`src/rtl/combo_pkg.sv`:
```
// Shared types and helpers for the combo tracker scoring path.
package combo_pkg;

   // Width of the score-multiplier field (tiers 1..7).
   localparam int MULT_W = 3;

   // The single event applied in a cycle after priority resolution.
   typedef enum logic [1:0] {
      EV_NONE,
      EV_HIT,
      EV_FULL,
      EV_MISS
   } combo_event_t;

   // Unsigned add that clamps to 2^width-1 instead of wrapping.
   // The sum carries one extra bit, so no overflow can slip past the clamp.
   function automatic logic [31:0] sat_add(input logic [31:0] a,
                                           input logic [31:0] b,
                                           input int          width);
      logic [32:0] sum;
      logic [32:0] max_val;
      sum     = {1'b0, a} + {1'b0, b};
      max_val = (33'd1 << width) - 33'd1;
      if (sum > max_val) begin
         return max_val[31:0];
      end
      return sum[31:0];
   endfunction

endpackage

```
`src/rtl/combo_tracker_if.sv`:
```
// Bus between the hit/miss classifier, the combo tracker and the score accumulator.
interface combo_tracker_if
   import combo_pkg::*;
#(
   parameter int COUNT_W = 7
);
   logic                miss;
   logic                non_full_clear_hit;
   logic                full_clear_hit;
   logic [COUNT_W-1:0]  combo_count;
   logic [COUNT_W-1:0]  best_combo;
   logic [MULT_W-1:0]   multiplier;
   logic                combo_break;

   // Classifier side: drives the level inputs, observes the combo state.
   modport master (
      output miss,
      output non_full_clear_hit,
      output full_clear_hit,
      input  combo_count,
      input  best_combo,
      input  multiplier,
      input  combo_break
   );

   // Tracker side.
   modport slave (
      input  miss,
      input  non_full_clear_hit,
      input  full_clear_hit,
      output combo_count,
      output best_combo,
      output multiplier,
      output combo_break
   );
endinterface

```
`src/rtl/combo_tier_decode.sv`:
```
// Comparator bank mapping a combo count to a score-multiplier tier.
module combo_tier_decode
   import combo_pkg::*;
#(
   parameter int COUNT_W   = 7,
   parameter int TIER_STEP = 5,
   parameter int MAX_TIER  = 4
) (
   input  logic [COUNT_W-1:0] count_i,
   output logic [MULT_W-1:0]  multiplier_o
);

   // Bit k set when count has reached tier threshold k*TIER_STEP.
   // Bit 0 is the base tier and is always reached.
   logic [MAX_TIER-1:0] tier_reached;
   logic [MULT_W-1:0]   tier_count;

   assign tier_reached[0] = 1'b1;

   genvar gi;
   generate
      for (gi = 1; gi < MAX_TIER; gi++) begin : gen_tier
         assign tier_reached[gi] = (32'(count_i) >= 32'(gi * TIER_STEP));
      end
   endgenerate

   // Multiplier is the number of thresholds reached, clamped to the ceiling.
   always_comb begin
      tier_count = '0;
      for (int i = 0; i < MAX_TIER; i++) begin
         tier_count = tier_count + MULT_W'(tier_reached[i]);
      end
      multiplier_o = (tier_count > MULT_W'(MAX_TIER)) ? MULT_W'(MAX_TIER) : tier_count;
   end

endmodule

```
`src/rtl/combo_tracker.sv`:
```
// Combo tracker: edge-detects classifier levels, resolves one event per cycle,
// and maintains a saturating combo, session best, multiplier tier and
// optional inactivity timeout.
module combo_tracker
   import combo_pkg::*;
#(
   parameter int COUNT_W          = 7,
   parameter int HIT_STEP         = 1,
   parameter int FULL_CLEAR_BONUS = 2,
   parameter int TIER_STEP        = 5,
   parameter int MAX_TIER         = 4,
   parameter int TIMEOUT_CYCLES   = 0
) (
   input  logic            clk,
   input  logic            reset,
   combo_tracker_if.slave  bus
);

   logic                miss_prev_q;
   logic                full_prev_q;
   logic                hit_prev_q;
   logic                miss_edge;
   logic                full_edge;
   logic                hit_edge;
   combo_event_t        ev;

   logic [COUNT_W-1:0]  count_q, count_d;
   logic [COUNT_W-1:0]  best_q,  best_d;
   logic [MULT_W-1:0]   mult_q,  mult_d;
   logic                break_q, break_d;
   logic                timeout_expire;

   // Previous-sample registers; during reset they track the inputs so a level
   // held across reset release is not seen as a new event.
   always_ff @(posedge clk) begin
      miss_prev_q <= bus.miss;
      full_prev_q <= bus.full_clear_hit;
      hit_prev_q  <= bus.non_full_clear_hit;
   end

   assign miss_edge = bus.miss               & ~miss_prev_q;
   assign full_edge = bus.full_clear_hit     & ~full_prev_q;
   assign hit_edge  = bus.non_full_clear_hit & ~hit_prev_q;

   // Priority encode: miss beats full-clear beats ordinary hit; one event only.
   always_comb begin
      ev = EV_NONE;
      if (miss_edge) begin
         ev = EV_MISS;
      end else if (full_edge) begin
         ev = EV_FULL;
      end else if (hit_edge) begin
         ev = EV_HIT;
      end
   end

   // Idle timer exists only when a timeout is configured.
   generate
      if (TIMEOUT_CYCLES > 0) begin : gen_timer
         localparam int IDLE_W = $clog2(TIMEOUT_CYCLES + 1);
         logic [IDLE_W-1:0] idle_q, idle_d;

         // Count quiet cycles while a combo is live; flag expiry instead of
         // reaching the limit so the counter clears on the same edge.
         always_comb begin
            idle_d         = '0;
            timeout_expire = 1'b0;
            if (ev == EV_NONE && count_q != '0) begin
               if (idle_q == IDLE_W'(TIMEOUT_CYCLES - 1)) begin
                  timeout_expire = 1'b1;
               end else begin
                  idle_d = idle_q + 1'b1;
               end
            end
         end

         // Idle counter register.
         always_ff @(posedge clk) begin
            if (reset) begin
               idle_q <= '0;
            end else begin
               idle_q <= idle_d;
            end
         end
      end else begin : gen_no_timer
         assign timeout_expire = 1'b0;
      end
   endgenerate

   // Next combo value and break pulse for the resolved event.
   always_comb begin
      count_d = count_q;
      break_d = 1'b0;
      case (ev)
         EV_MISS: begin
            count_d = '0;
            break_d = (count_q != '0);
         end
         EV_FULL: begin
            count_d = COUNT_W'(sat_add(32'(count_q), 32'(FULL_CLEAR_BONUS), COUNT_W));
         end
         EV_HIT: begin
            count_d = COUNT_W'(sat_add(32'(count_q), 32'(HIT_STEP), COUNT_W));
         end
         default: begin
            if (timeout_expire) begin
               count_d = '0;
               break_d = 1'b1;
            end
         end
      endcase
   end

   // Session best follows the next count upward only.
   always_comb begin
      best_d = (count_d > best_q) ? count_d : best_q;
   end

   // Tier is decoded from the next count so it lands on the same edge.
   combo_tier_decode #(
      .COUNT_W   (COUNT_W),
      .TIER_STEP (TIER_STEP),
      .MAX_TIER  (MAX_TIER)
   ) u_tier (
      .count_i      (count_d),
      .multiplier_o (mult_d)
   );

   // Output state registers.
   always_ff @(posedge clk) begin
      if (reset) begin
         count_q <= '0;
         best_q  <= '0;
         mult_q  <= MULT_W'(1);
         break_q <= 1'b0;
      end else begin
         count_q <= count_d;
         best_q  <= best_d;
         mult_q  <= mult_d;
         break_q <= break_d;
      end
   end

   assign bus.combo_count = count_q;
   assign bus.best_combo  = best_q;
   assign bus.multiplier  = mult_q;
   assign bus.combo_break = break_q;

endmodule

```
`src/flat_wrapper.sv`:
```
// flat-port wrapper written by rule: the top's interface ports become plain ports
module combo_tracker_flat import combo_pkg::*;
#(
   parameter int COUNT_W          = 7,
   parameter int HIT_STEP         = 1,
   parameter int FULL_CLEAR_BONUS = 2,
   parameter int TIER_STEP        = 5,
   parameter int MAX_TIER         = 4,
   parameter int TIMEOUT_CYCLES   = 0
)
  (clk, reset, bus_miss, bus_non_full_clear_hit, bus_full_clear_hit, bus_combo_count, bus_best_combo, bus_multiplier, bus_combo_break);
  combo_tracker_if #(.COUNT_W(COUNT_W)) bus_i ();
  input  logic clk;
  input  logic reset;
  input wire logic [$bits(bus_i.miss)-1:0] bus_miss;
  input wire logic [$bits(bus_i.non_full_clear_hit)-1:0] bus_non_full_clear_hit;
  input wire logic [$bits(bus_i.full_clear_hit)-1:0] bus_full_clear_hit;
  output wire logic [$bits(bus_i.combo_count)-1:0] bus_combo_count;
  output wire logic [$bits(bus_i.best_combo)-1:0] bus_best_combo;
  output wire logic [$bits(bus_i.multiplier)-1:0] bus_multiplier;
  output wire logic [$bits(bus_i.combo_break)-1:0] bus_combo_break;
  assign bus_i.miss = bus_miss;
  assign bus_i.non_full_clear_hit = bus_non_full_clear_hit;
  assign bus_i.full_clear_hit = bus_full_clear_hit;
  assign bus_combo_count = bus_i.combo_count;
  assign bus_best_combo = bus_i.best_combo;
  assign bus_multiplier = bus_i.multiplier;
  assign bus_combo_break = bus_i.combo_break;
  combo_tracker #(.COUNT_W(COUNT_W), .HIT_STEP(HIT_STEP), .FULL_CLEAR_BONUS(FULL_CLEAR_BONUS), .TIER_STEP(TIER_STEP), .MAX_TIER(MAX_TIER), .TIMEOUT_CYCLES(TIMEOUT_CYCLES)) u_core (.clk(clk), .reset(reset), .bus(bus_i));
endmodule
```
`config.mk`:
```
export PLATFORM = sky130hd
export DESIGN_NAME = combo_tracker_flat
export DESIGN_NICKNAME = d
export VERILOG_FILES = /design/src/rtl/combo_pkg.sv /design/src/rtl/combo_tracker_if.sv /design/src/rtl/combo_tier_decode.sv /design/src/rtl/combo_tracker.sv /design/src/flat_wrapper.sv
export SDC_FILE = /design/constraint.sdc
export NUM_CORES = 1
export LEC_CHECK = 0
export CAP_MARGIN = 5
export CELL_PAD_IN_SITES_DETAIL_PLACEMENT = 2
export CELL_PAD_IN_SITES_GLOBAL_PLACEMENT = 2
export CORE_ASPECT_RATIO = 0.9
export CORE_UTILIZATION = 32
export CTS_BUF_LIST = sky130_fd_sc_hd__clkbuf_16
export CTS_CLUSTER_DIAMETER = 60
export DETAILED_ROUTE_END_ITERATION = 10
export PLACE_DENSITY_LB_ADDON = 0.3
export SKIP_CTS_REPAIR_TIMING = 1
export SYNTH_ARGS = -nofsm -noshare
export SYNTH_HDL_FRONTEND = slang
export SYNTH_SLANG_ARGS = --single-unit
```
`constraint.sdc`:
```
create_clock -name clk -period 3.6 [get_ports clk]
set_input_delay 0.72 -clock clk [delete_from_list [all_inputs] [get_ports clk]]
set_output_delay 0.72 -clock clk [all_outputs]
set_load 0.005 [all_outputs]
```
==> flow_summary.toml, run 1 <==
[yosys]
ys_seq_elements = 21
synth_top_cell_by_area = "dfxtp_1"
ys_seq_area_share_pct = 27.6
synth_nets = 190
synthFlopType = "dfxtp_1"
avgSynthCellArea_um2 = 8.86
synth_common_cells = "dfxtp_1 (21), ha_1 (13), nor2_1 (13)"
synth_top_cell_area_share_pct = 27.6
synth_warnings = 0
syn_area_um2 = 1520
synth.top_cells.by_area = "dfxtp_1 (28%), ha_1 (11%), mux2i_1 (3.9%)"
synth_most_common_cell = "dfxtp_1"
synthArstFlopShare_pct = 0
synth_edf_count = 0
ys_types = 50
netlist_instances = 172

[placed_design]
routabilityCongestion = 0.879
dp_hpwl_mm = 3.92
postPlaceCellArea_um2 = 1880
dp.cells = 262
io_buffers = 22

[clock_tree]
cts_tree = "built"
h-tree-depth = 1
clk_pin_slew_ps = 70
clk_path_buf_depth = 2
root_buffer = "clkbuf_16"
cts_num_sinks = 21
cts_inserted_buffers = 3
clk_latency_ps = 260

[floorplanning]
core-area_um2 = 4520
dieArea_um2 = 5040
chipHeight_um = 67.5
dieWidth_um = 74.7
io_pins = 23
rows = 23
start_util_pct = 33.7

[drt]
avgViaCountPerCell = 5.55
final_antenna_net_count = 0
met3_length_um = 141
route.met2.wl_mm = 2.77
drt_iter0_markers = 72
vias = 1475
wl_mm = 5.32
drc = 0
m1WireLength_mm = 2.29
firstDrtPassIters = 4
wire_per_inst_um = 20.0
dr.max_layer_used = "met4"

[hold_path]
hold_class = "flop to flop"
hold_start = "u_core.bus.best_combo[6]"
worstHoldEndpoint = "u_core.bus.best_combo[6]"
hold_path_depth = 2

[setup_path]
regToRegStartpoint = "u_core.bus.combo_count[4]"
cpPeakStageDelay_ps = 490
end_kind = "flop"
r2r-end = "u_core.bus.best_combo[3]"
cp_max_fo = 5
critPathBufInv = 2
required_ps = 3720
critPathTopFamily = "multiplexers"
rrSetupSlack_ps = 270
reg2reg_depth = 12
crit_path_cell_trace = "clkdlybuf4s50_1, nor2b_1, nor2_1, nand2_1, mux2_2, ha_1, a21o_1, a21o_1, mux2_2, o31ai_4, buf_6, mux2i_2, nor2_1"
slowest_stage = "clkdlybuf4s50_1"
worst-setup-path-type = "primary input to flop"
cp-start-kind = "primary input"
cp.arrival_ps = 3530

[sta]
hold_viol = 0
finalSetupViolations = 0
fmax_mhz = 293
maxSlewViolCount = 0
maxSlewHeadroom_pct = 50.3
worst_slew_pin_slew_ps = 744
rsz0062_at_grt = "no"
fin_crit_ps = 3410
min_period_over_period_pct = 94.8
totalNegativeSetupSlack_ps = 0
fin_skew_ps = 6.23

[finish]
final_area_um2 = 1980
fin_cells = 266
fin_nets = 223
drive_gt1_share_pct = 20.6
syn_to_final_growth_pct = 29.8
n_antenna_cell = 0
fillers = 514

[run]
max-cap-violations = 0

[grt]
grt_pass1_wl_mm = 8.30
antenna_found_initial = 0
track_usage_pct = 23.0
grt-ovfl-total = 0
grt_max_degree = 19
grt_pass1_vias = 1597

[power]
p_leak_uw = 0.000810
pwr_density_cell_nw_per_um2 = 400
ir_drop_mv = 0.178

[outcome]
outcome = "complete, no violations"
==> logic make-up after synthesis <==
| kind of cell | after synthesis | share of synthesized area [%] |
|---|---|---|
| adders and majority gates | 13 | 10.7 |
| buffers and inverters | 21 | 6.65 |
| DFF | 21 | 27.6 |
| muxes | 10 | 7.14 |
| and+or+nand+nor | 67 | 26.4 |
| AOI/OAI and AO/OA | 40 | 21.6 |
==> final cells by class <==
class | count | area [um^2] | area share, %
clock inverters | 1 | 5.00 | 0.253
inverters | 12 | 45.0 | 2.28
repair buffers | 37 | 339 | 17.1
multi-input cells | 130 | 1020 | 51.4
well taps | 62 | 77.6 | 3.92
flip-flops and latches | 21 | 420 | 21.3
clock buffers | 3 | 75.1 | 3.80
==> layout by cell type (no fill, tap or decap), drive strengths merged, types with 6 or more instances in the layout <==
cell / instances
a31oi: 6
dfxtp: 21
inv: 12
mux2i: 6
ha: 13
nand2: 12
nand2b: 6
o21ai: 8
buf: 15
nor2: 13
nor2b: 8
clkdlybuf4s50: 21
a21oi: 6
==> metal layers <==
metal	vias up	track usage [%]
met5	-	0
met4	0	8.49
met3	9	3.73
met2	28	42.0
met1	752	26.7
li1	686	-
==> registers in the layout, indices dropped and copies added, names as in the netlist <==
signal                  flops
u_core.bus.combo_break      1
u_core.bus.best_combo       7
u_core.miss_prev_q          1
u_core.bus.multiplier       3
u_core.bus.combo_count      7
u_core.full_prev_q          1
u_core.hit_prev_q           1
==> worst min-delay path: cells and delay by family, from the launching register on <==
family           cells  cell delay (ps)
flip-flops           1              320
AND/OR/NAND/NOR      1               60
AO/OA/AOI/OAI        1               60
==> worst max path at each step <==
stage                               from                  endpoint  slack (ps)  depth (start not counted)
5_1_grt                         bus_miss  u_core.bus.best_combo[3]          60                         13
3_3_place_gp          bus_full_clear_hit  u_core.bus.best_combo[4]           3                         14
3_5_place_dp          bus_full_clear_hit  u_core.bus.best_combo[4]        -190                         14
4_1_cts               bus_full_clear_hit  u_core.bus.best_combo[3]         -20                         14
2_1_floorplan  u_core.bus.combo_count[1]  u_core.bus.best_combo[1]         530                         12
6_report                        bus_miss  u_core.bus.best_combo[3]         190                         13
==> power breakdown <==
group | internal [uW] | switching (uW) | total, uW
combinational | 143 | 132 | 275
clock | 150 | 98.2 | 248
sequential | 252 | 16.2 | 268
total | 544 | 246 | 790
==> stage by stage <==
step / power, uW / utilization, % / hold WS [ps] / setup slack (ps)
after CTS: 789 / 43.3 / 492 / -18.2
after detailed placement: 539 / 41.6 / 480 / -192
after global placement: 515 / 41.6 / 470 / 3.10
after global routing: 829 / 43.8 / 522 / 55.9
after floorplan: 424 / - / 465 / 526
final: 790 / 43.8 / 487 / 186
Power figures use the tool's default switching activity.
==> run 2: changes to the inputs <==
Settings changed: CELL_PAD_IN_SITES_DETAIL_PLACEMENT 2 to 0, CELL_PAD_IN_SITES_GLOBAL_PLACEMENT 2 to 1, CORE_UTILIZATION 32 to 40.
==> flow_summary.toml, run 2 (same netlist as run 1, synthesis figures left out) <==
[grt]
grt_pass1_wl_mm = 6.33
track_usage_pct = 21.0
grt_pass1_vias = 1324
use_met1_pct = 27.6
antenna_found_initial = 0
grt_most_used_layer = "met2"
grt_max_degree = 19
gr-usage-met2_pct = 34.1
grt.met3_usage_pct = 4.32
grt-ovfl-total = 0

[setup_path]
cp.arrival_ps = 3530
end_kind = "flop"
worst-setup-path-type = "primary input to flop"
required_ps = 3720
cp-start-kind = "primary input"
cp_max_fo = 9

[sta]
fin_skew_ps = 2.80
fmax_mhz = 293
rsz0062_at_grt = "no"
hold_viol = 0
maxSlewViolCount = 0
fin_crit_ps = 3410
worst_slew_pin_slew_ps = 674
min_period_over_period_pct = 94.8
hold_ws_ps = 487
finalSetupViolations = 0
setup_ws_ps = 187
maxSlewHeadroom_pct = 54.9

[drt]
wire_per_inst_um = 16.0
final_antenna_net_count = 0
firstDrtPassIters = 4
wl_mm = 3.97
drt_iter0_markers = 103
avgViaCountPerCell = 5.62
drc = 0
vias = 1393

[floorplanning]
start_util_pct = 43.5
core-area_um2 = 3500
chipHeight_um = 60.6
io_pins = 23
dieArea_um2 = 4060
dieWidth_um = 67.1
rows = 20

[power]
clkPwrFrac_pct = 31.7
pwr_density_cell_nw_per_um2 = 392
p_switching_uw = 221
p_leak_uw = 0.000799
p_comb_share_pct = 33.0
p_seq_share_pct = 35.2
power_switching_share_pct = 29.2
ir_drop_mv = 0.297
power.total_uw = 757
p_int_uw = 536

[finish]
mostFrequentLayoutCell = "clkdlybuf4s50_1"
n_antenna_cell = 0
fin_cells = 248
fin_nets = 223
most-common-layout-cells = "clkdlybuf4s50_1 (22), dfxtp_1 (21), buf_4 (15)"
drive_gt1_share_pct = 18.6
syn_to_final_growth_pct = 26.9

[outcome]
outcome = "complete, no violations"

[placed_design]
dp.cells = 244
io_buffers = 22
dp_slack_ps = -89.3
dp_hpwl_mm = 2.95
routabilityCongestion = 0.910

[clock_tree]
clk_path_buf_depth = 2
cts_inserted_buffers = 3
h-tree-depth = 1
cts_num_sinks = 21
clk_latency_ps = 260
cts_tree = "built"
clk_pin_slew_ps = 60
root_buffer = "clkbuf_16"

[hold_path]
hold_class = "flop to flop"

[run]
max-cap-violations = 0
[run 2: cell count changes in the layout (fill, tap and decap cells not counted)]
cell	delta
dlymetal6s2s_1	-1
clkdlybuf4s50_1	+1
mux2i_2	-1
nand2b_1	+1
buf_4	+1
mux2i_1	+1
nand2b_2	-1
buf_6	-1
nor2b_4	-1
inv_1	+1
o21ai_1	-1
o21ai_0	+1
clkinv_2	-1
nor2b_1	+1
[run 2: worst max-delay path: stages]
cell	delay, ps
clkdlybuf4s50_1	530
nor2b_1	150
buf_4	170
nor2_1	100
a211oi_2	270
o21a_2	190
ha_1	230
a21o_1	160
a21o_1	200
mux2_2	290
o31ai_4	70
buf_4	190
mux2i_1	200
nor2_1	60
[run 2: final cells by class]
class | count | area, um^2
multi-input cells | 130 | 1000
well taps | 44 | 55.1
repair buffers | 37 | 333
fillers | 326 | 1570
flip-flops and latches | 21 | 420
inverters | 12 | 45.0
clock buffers | 3 | 75.1
clock inverters | 1 | 3.75
[run 2: through the flow]
step | utilization [%] | instance area, um^2 | TNS, ps
6_report | 55.2 | 1930 | 0
5_1_grt | 55.2 | 1930 | 0
4_1_cts | 55.2 | 1930 | 0
3_5_place_dp | 53.0 | 1860 | -275
3_3_place_gp | 53.0 | 1860 | -34.9
2_1_floorplan | - | 1520 | 0
[run 2: layer usage]
layer	up-vias	wire length, um
met5	-	0
met4	0	37
met3	4	189
met2	42	1930
met1	663	1820
li1	684	-
[run 2: power by group through the flow]
| stage | Combinational, uW | Sequential (uW) | Clock (uW) |
|---|---|---|---|
| finish | 250 | 267 | 240 |
| floorplan | 154 | 270 | 0 |
| CTS | 253 | 267 | 243 |
| global route | 276 | 269 | 249 |
| global placement | 243 | 271 | 0 |
| detailed placement | 251 | 272 | 0 |
[run 2: final timing paths]
path	start	slack, ps	endpoint	cells past startpoint
hold reg to reg	u_core.bus.best_combo[6]	490	u_core.bus.best_combo[6]	2
hold / removal	u_core.bus.best_combo[6]	490	u_core.bus.best_combo[6]	2
setup / recovery	bus_full_clear_hit	190	u_core.bus.best_combo[1]	14
setup reg to reg	u_core.bus.combo_count[0]	420	u_core.bus.best_combo[1]	13
==> run 3: changes to the inputs <==
Settings changed: CORE_MARGIN from default to 3, TNS_END_PERCENT from default to 50.
==> flow_summary.toml, run 3 (same netlist as run 1, synthesis figures left out) <==
[finish]
multiInputGateArea_um2 = 1000
final_area_um2 = 1950
register_area_um2 = 420
most-common-layout-cells = "clkdlybuf4s50_1 (22), dfxtp_1 (21), buf_4 (17)"
n_antenna_cell = 0
postLayoutCoreUtil_pct = 55.6
fillers = 340
fin_nets = 225
syn_to_final_growth_pct = 27.9
mostFrequentLayoutCell = "clkdlybuf4s50_1"
drive_gt1_share_pct = 19.4

[floorplanning]
core-area_um2 = 3500
chipHeight_um = 64.6
io_pins = 23
dieWidth_um = 71.1
dieArea_um2 = 4590
start_util_pct = 43.5
rows = 20

[placed_design]
routabilityCongestion = 0.914
dp_hpwl_mm = 2.86
postPlaceCellArea_um2 = 1870
io_buffers = 22
dp_slack_ps = -47.2

[drt]
drc = 0
vias = 1397
avgViaCountPerCell = 5.59
final_antenna_net_count = 0
wl_mm = 3.80
drt_iter0_markers = 106
wire_per_inst_um = 15.2
firstDrtPassIters = 4

[setup_path]
required_ps = 3720
end_kind = "flop"
critPathBufInv = 3
rrSetupSlack_ps = 420
crit_path_cell_trace = "clkdlybuf4s50_1, nor4bb_1, mux2_4, a211oi_2, o21a_2, ha_1, a21o_1, a21o_1, buf_4, o31ai_4, buf_4, mux2i_1, nor2_1"
slowest_stage = "clkdlybuf4s50_1"
cp-start-kind = "primary input"
cp_max_fo = 5
worst-setup-path-type = "primary input to flop"
cp.arrival_ps = 3510
critPathTopFamily = "compound AO/OA/AOI/OAI gates"
cpPeakStageDelay_ps = 470

[sta]
setup_ws_ps = 202
worst_slew_pin_slew_ps = 655
fin_skew_ps = 4.62
rsz0062_at_grt = "no"
finalSetupViolations = 0
hold_viol = 0
fin_crit_ps = 3400
maxSlewHeadroom_pct = 56.2
min_period_over_period_pct = 94.4
totalNegativeSetupSlack_ps = 0
maxSlewViolCount = 0
hold_ws_ps = 477
fmax_mhz = 294

[clock_tree]
clk_path_buf_depth = 2
root_buffer = "clkbuf_16"
cts_tree = "built"
cts_num_sinks = 21
cts_inserted_buffers = 3
clk_latency_ps = 250
h-tree-depth = 1
clk_pin_slew_ps = 50

[grt]
grt-ovfl-total = 0
grt_pass1_wl_mm = 6.58
track_usage_pct = 17.6
grt.met3_usage_pct = 4.03
gr-usage-met2_pct = 29.6
antenna_found_initial = 0
use_met1_pct = 22.0
grt_most_used_layer = "met2"
grt_pass1_vias = 1447
grt_max_degree = 19

[hold_path]
hold_class = "flop to flop"

[power]
p_leak_uw = 0.000808
pwr_density_cell_nw_per_um2 = 387
ir_drop_mv = 0.237

[run]
max-cap-violations = 0

[outcome]
outcome = "complete, no violations"
## run 3: cell types whose count changed in the layout (fill, tap and decap cells not counted)
cell   change
buf_4      +2
## run 3: layer usage
metal / share of wire, % / routed length, um
met1: 48 / 1800
met2: 46 / 1760
met3: 4.2 / 161
met4: 1.8 / 68
met5: 0 / 0
## run 3: where the power goes
part	internal, uW	switching (uW)	total [uW]	leakage (uW)
registers	252	14.8	267	0.000172
clock network	148	83.8	232	0.0000423
logic	141	116	257	0.000594
## run 3: through the flow
stage	instances	total power, uW
3_5_place_dp	246	527
3_3_place_gp	246	519
4_1_cts	250	763
2_1_floorplan	172	424
5_1_grt	250	804
6_report	250	755
## run 3: worst paths after layout
path | startpoint | to | depth (start not counted)
worst min register to register | u_core.bus.best_combo[0] | u_core.bus.best_combo[0] | 2
worst max register to register | u_core.bus.combo_count[4] | u_core.bus.best_combo[3] | 12
worst max-delay path | bus_full_clear_hit | u_core.bus.best_combo[3] | 13
worst min-delay path | u_core.bus.best_combo[0] | u_core.bus.best_combo[0] | 2
## run 3: final cells by class
class | count | area share [%]
Clock buffer | 3 | 3.85
Clock inverter | 1 | 0.193
Inverter | 12 | 2.31
Multi-Input combinational cell | 130 | 51.4
Sequential cell | 21 | 21.6
Tap cell | 44 | 2.82
Timing Repair Buffer | 39 | 17.8
## run 3: worst register-to-register path, delay by kind of cell, from the launching register on
family / cells / cell delay, ps
buf+inv: 2 / 310
fa+ha+maj: 1 / 240
mux: 2 / 530
simple gates: 2 / 230
flops: 1 / 680
compound gates: 5 / 1030
